## src/rtl/modport_fifo.sv

```systemverilog
// modport_fifo: single-clock FIFO with registered read data and full/empty/almost flags.
//
// Ports:
//    clk         : clock, everything updates on the rising edge
//    rstn        : synchronous reset, ACTIVE HIGH (legacy name kept)
//    i_wren      : write request
//    i_rden      : read request
//    i_wrdata    : write data, DATA_W bits
//    o_full      : count == DEPTH
//    o_empty     : count == 0
//    o_alm_full  : count >= DEPTH-ALM_FULL_OFS
//    o_alm_empty : count <= ALM_EMPTY_OFS
//    o_rddata    : registered read data, held until the next accepted read
//    o_ovf/o_udf : only with MODPORT_FIFO_ERR_EN defined; one-cycle pulses after a
//                  dropped write / an ignored read on empty
//
// Optional feature macro: MODPORT_FIFO_ERR_EN
module modport_fifo #(
   parameter int DATA_W        = 128,
   parameter int DEPTH         = 16,
   parameter int ALM_FULL_OFS  = 2,
   parameter int ALM_EMPTY_OFS = 2
) (
   input  logic              clk,
   input  logic              rstn,
   input  logic              i_wren,
   input  logic              i_rden,
   input  logic [DATA_W-1:0] i_wrdata,
   output logic              o_full,
   output logic              o_empty,
   output logic              o_alm_full,
   output logic              o_alm_empty,
   output logic [DATA_W-1:0] o_rddata
`ifdef MODPORT_FIFO_ERR_EN
   ,
   output logic              o_ovf,
   output logic              o_udf
`endif
);
   localparam int AW = $clog2(DEPTH);
   localparam logic [AW:0] CNT_FULL = (AW+1)'(DEPTH);
   localparam logic [AW:0] CNT_AF   = (AW+1)'(DEPTH - ALM_FULL_OFS);
   localparam logic [AW:0] CNT_AE   = (AW+1)'(ALM_EMPTY_OFS);
   logic [DATA_W-1:0] mem [DEPTH];
   logic [AW-1:0]     wptr;
   logic [AW-1:0]     rptr;
   logic [AW:0]       count;
   logic              rd_acc;
   logic              wr_acc;
   always_comb begin
      o_full      = count == CNT_FULL;
      o_empty     = count == '0;
      o_alm_full  = count >= CNT_AF;
      o_alm_empty = count <= CNT_AE;
      rd_acc      = i_rden && !o_empty;
      // a read in the same cycle frees the slot, so a full FIFO still accepts the write
      wr_acc      = i_wren && (!o_full || rd_acc);
   end
   // storage is never cleared; reset only blocks the write
   always_ff @(posedge clk)
      if (wr_acc && !rstn) mem[wptr] <= i_wrdata;
   always_ff @(posedge clk) begin
      if (rstn) begin
         wptr     <= '0;
         rptr     <= '0;
         count    <= '0;
         o_rddata <= '0;
      end else begin
         if (wr_acc) wptr <= wptr + 1'b1;
         if (rd_acc) begin
            rptr     <= rptr + 1'b1;
            o_rddata <= mem[rptr];
         end
         count <= (wr_acc && !rd_acc) ? count + 1'b1 :
                  (rd_acc && !wr_acc) ? count - 1'b1 : count;
      end
   end
`ifdef MODPORT_FIFO_ERR_EN
   always_ff @(posedge clk) begin
      if (rstn) begin
         o_ovf <= 1'b0;
         o_udf <= 1'b0;
      end else begin
         o_ovf <= i_wren && !wr_acc;
         o_udf <= i_rden && o_empty;
      end
   end
`endif
endmodule

```

## config.mk

```make
export PLATFORM = sky130hd
export DESIGN_NAME = modport_fifo
export DESIGN_NICKNAME = d
export VERILOG_FILES = /design/src/rtl/modport_fifo.sv
export SDC_FILE = /design/constraint.sdc
export NUM_CORES = 2
export LEC_CHECK = 0
export CAP_MARGIN = 0
export CORE_MARGIN = 2
export CORE_UTILIZATION = 45
export DETAILED_ROUTE_END_ITERATION = 8
export SYNTH_ARGS = -nofsm -noshare
export SYNTH_HDL_FRONTEND = slang
export SYNTH_SLANG_ARGS = --single-unit
```

## constraint.sdc

```tcl
create_clock -name clk -period 18.1 [get_ports clk]
set_clock_uncertainty 0.2 [all_clocks]
set_input_delay 5.43 -clock clk [delete_from_list [all_inputs] [get_ports clk]]
set_output_delay 5.43 -clock clk [all_outputs]
set_load 0.03 [all_outputs]
```

======== Yosys cells after proc, flatten, opt, wreduce, memory -nomap -nowiden ========
Memories as Yosys holds them, arrays and structs flattened. A register that Yosys moved wholly into a read port is not among the register bits.
Index checks and enable logic that the tools add are counted.
word-level totals
  flip-flop bits (word level) ............. 13
  memory bits (writable) .................. 2048
  input port bits ......................... 132
  memories kept ........................... 1
memories
  name  depth  bits a word  rd ports  clocked after memory_dff  write ports  line  source
  mem   16     128          1         1                         1            44    logic [DATA_W-1:0] mem [DEPTH];
operators by class
  $add $sub $neg .......................... 4
  order comparisons ....................... 2
  equality and inequality tests ........... 1
  multiplexer cells ....................... 4
  reduce and logical (&&, ||, !) cells .... 13
operators with widths
  operator                                                                          count
  5-bit two-way mux                                                                 2
  4-bit by 1-bit adder with 4-bit output, second input constant                     2
  5-bit by 1-bit adder with 5-bit output, second input constant                     1
  5-bit == test, second input constant                                              1
  5-bit by 4-bit >= comparator with 1-bit output, second input constant             1
  5-bit by 2-bit less-or-equal comparator with 1-bit output, second input constant  1
  1-bit logical AND                                                                 5
  1-bit logical NOT                                                                 5
  5-bit logical NOT                                                                 1
  5-bit by 1-bit subtractor with 5-bit output, second input constant                1
  1-bit two-way mux                                                                 2
  2-bit nonzero test                                                                1
  1-bit logical OR                                                                  1

======== Longest topological paths before layout ========
  depth in word-level cells ............... 9
  mapped depth ............................ 11
  mapped depth without buffers ............ 10

======== Worst setup path after synthesis ========
OpenSTA, ideal clock, no wires.
  path kind ............................... input to register
  start point ............................. input port i_rden
  end point ............................... memory mem[1][0] (enable)
  data arrival time ....................... 14792 ps
  data required time ...................... 17128 ps
  slack ................................... 2337 ps
  stages on the path ...................... 4
  buffers on the path ..................... 1
  cell sequence ........................... clkbuf_1 o311a_1 nand2_1 nor3_1
between the ends
  cells in the longest elaborated chain, start to end .. 6
RTL lines
  element                                  line  source
  from (decl)                              27    input logic i_rden,
  1-bit logical AND                        55    rd_acc = i_rden && !o_empty;
  1-bit logical OR                         57    wr_acc = i_wren && (!o_full || rd_acc);
  1-bit logical AND                        57
  1-bit logical AND                        61    if (wr_acc && !rstn) mem[wptr] <= i_wrdata;
  1-bit two-way mux                        61
  1-bit two-way mux (not written as such)  61
  to (decl)                                44
Every way passes these cells.

======== Final worst setup path ========
  start point ............................. input port rstn
  end point ............................... memory mem[9][81] (enable)
between the ends
  cells in the longest elaborated chain, start to end .. 4
RTL lines
  element                                  line  source
  from (decl)                              25    input logic rstn,
  1-bit logical NOT                        61
  1-bit logical AND                        61
  1-bit two-way mux                        61
  1-bit two-way mux (not written as such)  61
Every way passes these cells.

==> impl_metrics.csv <==
group,metric,value,unit
outcome,outcome,"complete, no violations",
synth,synth-simple-area-share,1.43,%
worst_setup_path,path_max_fanout,34,
routing,viasPerCell,5.68,
power_and_ir_drop,p_int,9.09,mW
worst_setup_path,worst-setup-path-type,"in2reg",
floorplanning,start_util,45.4,%
global_route,grt_use_met2,35.4,%
sta,worst_pin_slew,1200,ps
synth,synth_fp_nets,3773,
worst_setup_path,max_stage_delay,790,ps
power_and_ir_drop,leakage,29.8,nW
synth,synth_top_area_cell,"edfxtp_1",
worst_setup_path,arrival,9280,ps
global_route,grt_pass1_wl,272000,µm
worst_setup_path,cp_slowest_cell,"nor2_4",
synth,synth.distinct_cells,39,
sta,maxSlewHeadroom,20.2,%
worst_setup_path,ff2ff_path_depth,7,
layout,syn2layout_area_growth,15.0,%
global_route,grt_max_degree,129,
place,hpwl,96500,µm
worst_setup_path,startpoint_type,"input pin",
routing,first_pass_iters,5,
sta,setup_viol,0,
power_and_ir_drop,power_switching,3.07,mW
floorplanning,std_cell_rows,156,
hold_path,hp-class,"reg2reg",
global_route,antenna_found_initial,21,
sta,final_max_slew_viol_count,0,
clock_network,cts-buffers-inserted,217,
global_route,grtUsageMet1,26.3,%
worst_setup_path,r2r-start,"rptr[2]",
floorplanning,die_y,431,µm
clock_network,htree_num_levels,4,
layout,regArea,64300,µm²
sta,rsz0062_at_grt,"false",
power_and_ir_drop,pwr-share-seq,48.1,%
worst_setup_path,rr_endpoint,"o_rddata[15]",
layout,finalNetCount,4130,
hold_path,holdPathEnd,"o_rddata[21]",
power_and_ir_drop,pwr-share-clk,36.1,%
routing,routedWlPerCell,28.3,µm
layout,fillers,14100,
synth,seq_area_frac_synth,78.2,%
synth,syn_inst,3631,
floorplanning,boundaryPins,264,
worst_setup_path,r2r_setup_slack,13030,ps
hold_path,hold_start,"o_rddata[21]",
sta,fin_crit_sh,49.9,%
place,numPortBuffers,263,
synth,synthXorXnorAreaFrac,0.0852,%
sta,layout_min_cycle_time,9030,ps
clock_network,cts-root-buf,"clkbuf_16",
power_and_ir_drop,irDropWorstVdd,0.0872,mV
synth,synth_compound_gate_area_share,1.56,%
place,dpl.cell_count,6139,
sta,tns,0,ps
power_and_ir_drop,power.density,129,nW/µm²
global_route,grt-ovfl-total,0,
synth,ys_ff_latch,2189,
global_route,top_usage_layer,"met2",
sta,max_freq,111,MHz
layout,instances_no_fill,6558,
power_and_ir_drop,switching_share,25.3,%
synth,synth_top_family_by_area,"multiplexers",
hold_path,hold_depth,1,
global_route,grt_usage,20.1,%
place,gp_congestion,0.710,
clock_network,cts.repair.resized,0,
synth,ys_warn_count,0,
worst_setup_path,worst_setup_path_end_kind,"register",
layout,drive_gt1_share,21.8,%
floorplanning,die-area,186000,µm²
worst_setup_path,setup.worst_path.start,"rstn",
floorplanning,core,181000,µm²
synth,synthMuxAreaShare,17.2,%
routing,antenna_left,0,
synth,syn_area_per_cell,22.6,µm²
clock_network,cts_sinks,2189,
clock_network,clk_pin_slew_worst_paths,60,ps
clock_network,cts_max_path_buffers,3,
flow_run,cap_violations,0,
global_route,grt_use_met3,2.85,%
clock_network,cts_setup_buffers,0,
clock_network,ctsHoldBuffers,0,
global_route,grt_pass1_vias,39300,
routing,vias,37200,
synth,netlist.area_leader.share,74.8,%
worst_setup_path,critPathMostFrequentCell,"buf_4",
worst_setup_path,crit_path_cell_trace,"clkdlybuf4s50_1 -> inv_1 -> o311a_1 -> nand2_1 -> nor2_4 -> buf_4 -> buf_4",
synth,synth_area_leaders,"edfxtp_1 75%, mux4_2 14%, dfxtp_1 3.4%, mux2i_1 3.2%, a211o_1 1.4%",
worst_setup_path,critPathRequiredTime,18350,ps
power_and_ir_drop,p_comb_share,15.7,%
clock_network,cts_tree,"yes",
synth,syn_area,82200,µm²
floorplanning,die_w,431,µm
layout,multiInputGateArea,16900,µm²
routing,drtIter0Drc,2964,
synth,synth_fa_ha_area_share,0.161,%
clock_network,insertion_delay,820,ps
routing,totalWireLength,186000,µm
routing,drc,0,
sta,hold_viol,0,
==> worst max-delay path by stage <==
| stage | cells past startpoint | slack, ps | endpoint |
|---|---|---|---|
| floorplan | 4 | 2340 | mem[1][0] |
| global placement | 7 | 8240 | mem[9][67] |
| detailed placement | 7 | 8140 | mem[9][67] |
| CTS | 7 | 9020 | mem[9][81] |
| global route | 7 | 8910 | mem[9][81] |
| finish | 7 | 9070 | mem[9][81] |
==> stage by stage <==
stage          util [%]  worst slack [ps]  power [mW]  cell area [µm²]  hold WS (ps)
3_3_place_gp       48.3              8240        7.93            87500           242
2_1_floorplan         -              2340        7.23            82200           315
5_1_grt            52.2              8910        12.6            94500           278
6_report           52.2              9070        12.2            94500           260
3_5_place_dp       48.3              8140        7.94            87500           249
4_1_cts            52.2              9020        12.3            94500           263
==> cell type report <==
class	count	area share, %
antenna	5	0.0132
clock inverter	90	0.900
inverter	7	0.0278
clock buffer	324	6.52
tap	2370	3.14
timing repair buffer	331	3.46
sequential	2189	68.0
multi-input combinational	1242	17.9
==> synth_stat cells <==
cell type / n
edfxtp_1: 2048
mux4_2: 512
nor2_1: 286
mux2i_1: 260
dfxtp_1: 141
a211o_1: 128
buf_2: 71
clkbuf_1: 71
buf_1: 23
buf_4: 13
buf_12: 11
ha_1: 9
inv_1: 7
nand2_1: 6
xor2_1: 5
a21oi_1: 4
buf_6: 4
nand3_1: 4
nor3_1: 4
xnor2_1: 3
a21o_1: 2
nand2b_1: 2
a2111oi_0: 1
a211oi_1: 1
and2_1: 1
fa_1: 1
mux2_2: 1
nor4_1: 1
o2111ai_4: 1
o211ai_1: 1
o211ai_2: 1
o21ai_0: 1
o21ai_4: 1
o311a_1: 1
o311ai_0: 1
o31ai_1: 1
o31ai_2: 1
or3_1: 1
or4_4: 1
==> flip-flops by register name (all words and copies together), names as in the netlist <==
| name | count |
|---|---|
| mem | 2048 |
| o_rddata | 128 |
| count | 5 |
| rptr | 4 |
| wptr | 4 |
==> layer usage <==
metal  share of wire [%]  vias to the layer above
li1                    -                    15900
met1                  41                    20200
met2                  53                      830
met3                 4.0                      257
met4                 1.8                        8
met5               0.025                        -
==> power by group through the flow <==
stage	Sequential (mW)	Combinational [mW]	Clock (mW)
after floorplan	6.06	1.18	0
after global placement	5.98	1.95	0
after detailed placement	5.98	1.96	0
after CTS	5.87	1.96	4.49
after global routing	5.87	2.05	4.67
final	5.86	1.91	4.39
==> critical path, delay by kind of cell <==
kind | cells | cell delay [ps]
compound gates | 1 | 370
buf+inv | 4 | 2300
simple gates | 2 | 1060
==> cells by family (layout without fill, tap and decap cells) <==
| group | count (synthesis) | in the layout |
|---|---|---|
| flops | 2189 | 2189 |
| mux | 773 | 773 |
| simple gates | 306 | 306 |
| buf+inv | 200 | 752 |
| compound gates | 145 | 145 |
| fa+ha+maj | 10 | 10 |
| xor+xnor | 8 | 8 |
| other cells | 0 | 5 |
==> placed cells by master (no fill, tap or decap), drive strengths merged, types with 3 or more instances in the layout <==
cell type / netlist / routed
a211o: 128 / 128
a21oi: 4 / 4
buf: 122 / 68
bufinv: 0 / 11
clkbuf: 71 / 324
clkdlybuf4s50: 0 / 263
clkinv: 0 / 66
clkinvlp: 0 / 5
dfxtp: 141 / 141
diode: 0 / 5
edfxtp: 2048 / 2048
ha: 9 / 9
inv: 7 / 15
mux2i: 260 / 260
mux4: 512 / 512
nand2: 6 / 6
nand3: 4 / 4
nor2: 286 / 286
nor3: 4 / 4
xnor2: 3 / 3
xor2: 5 / 5
Power figures use the tool's default switching activity.
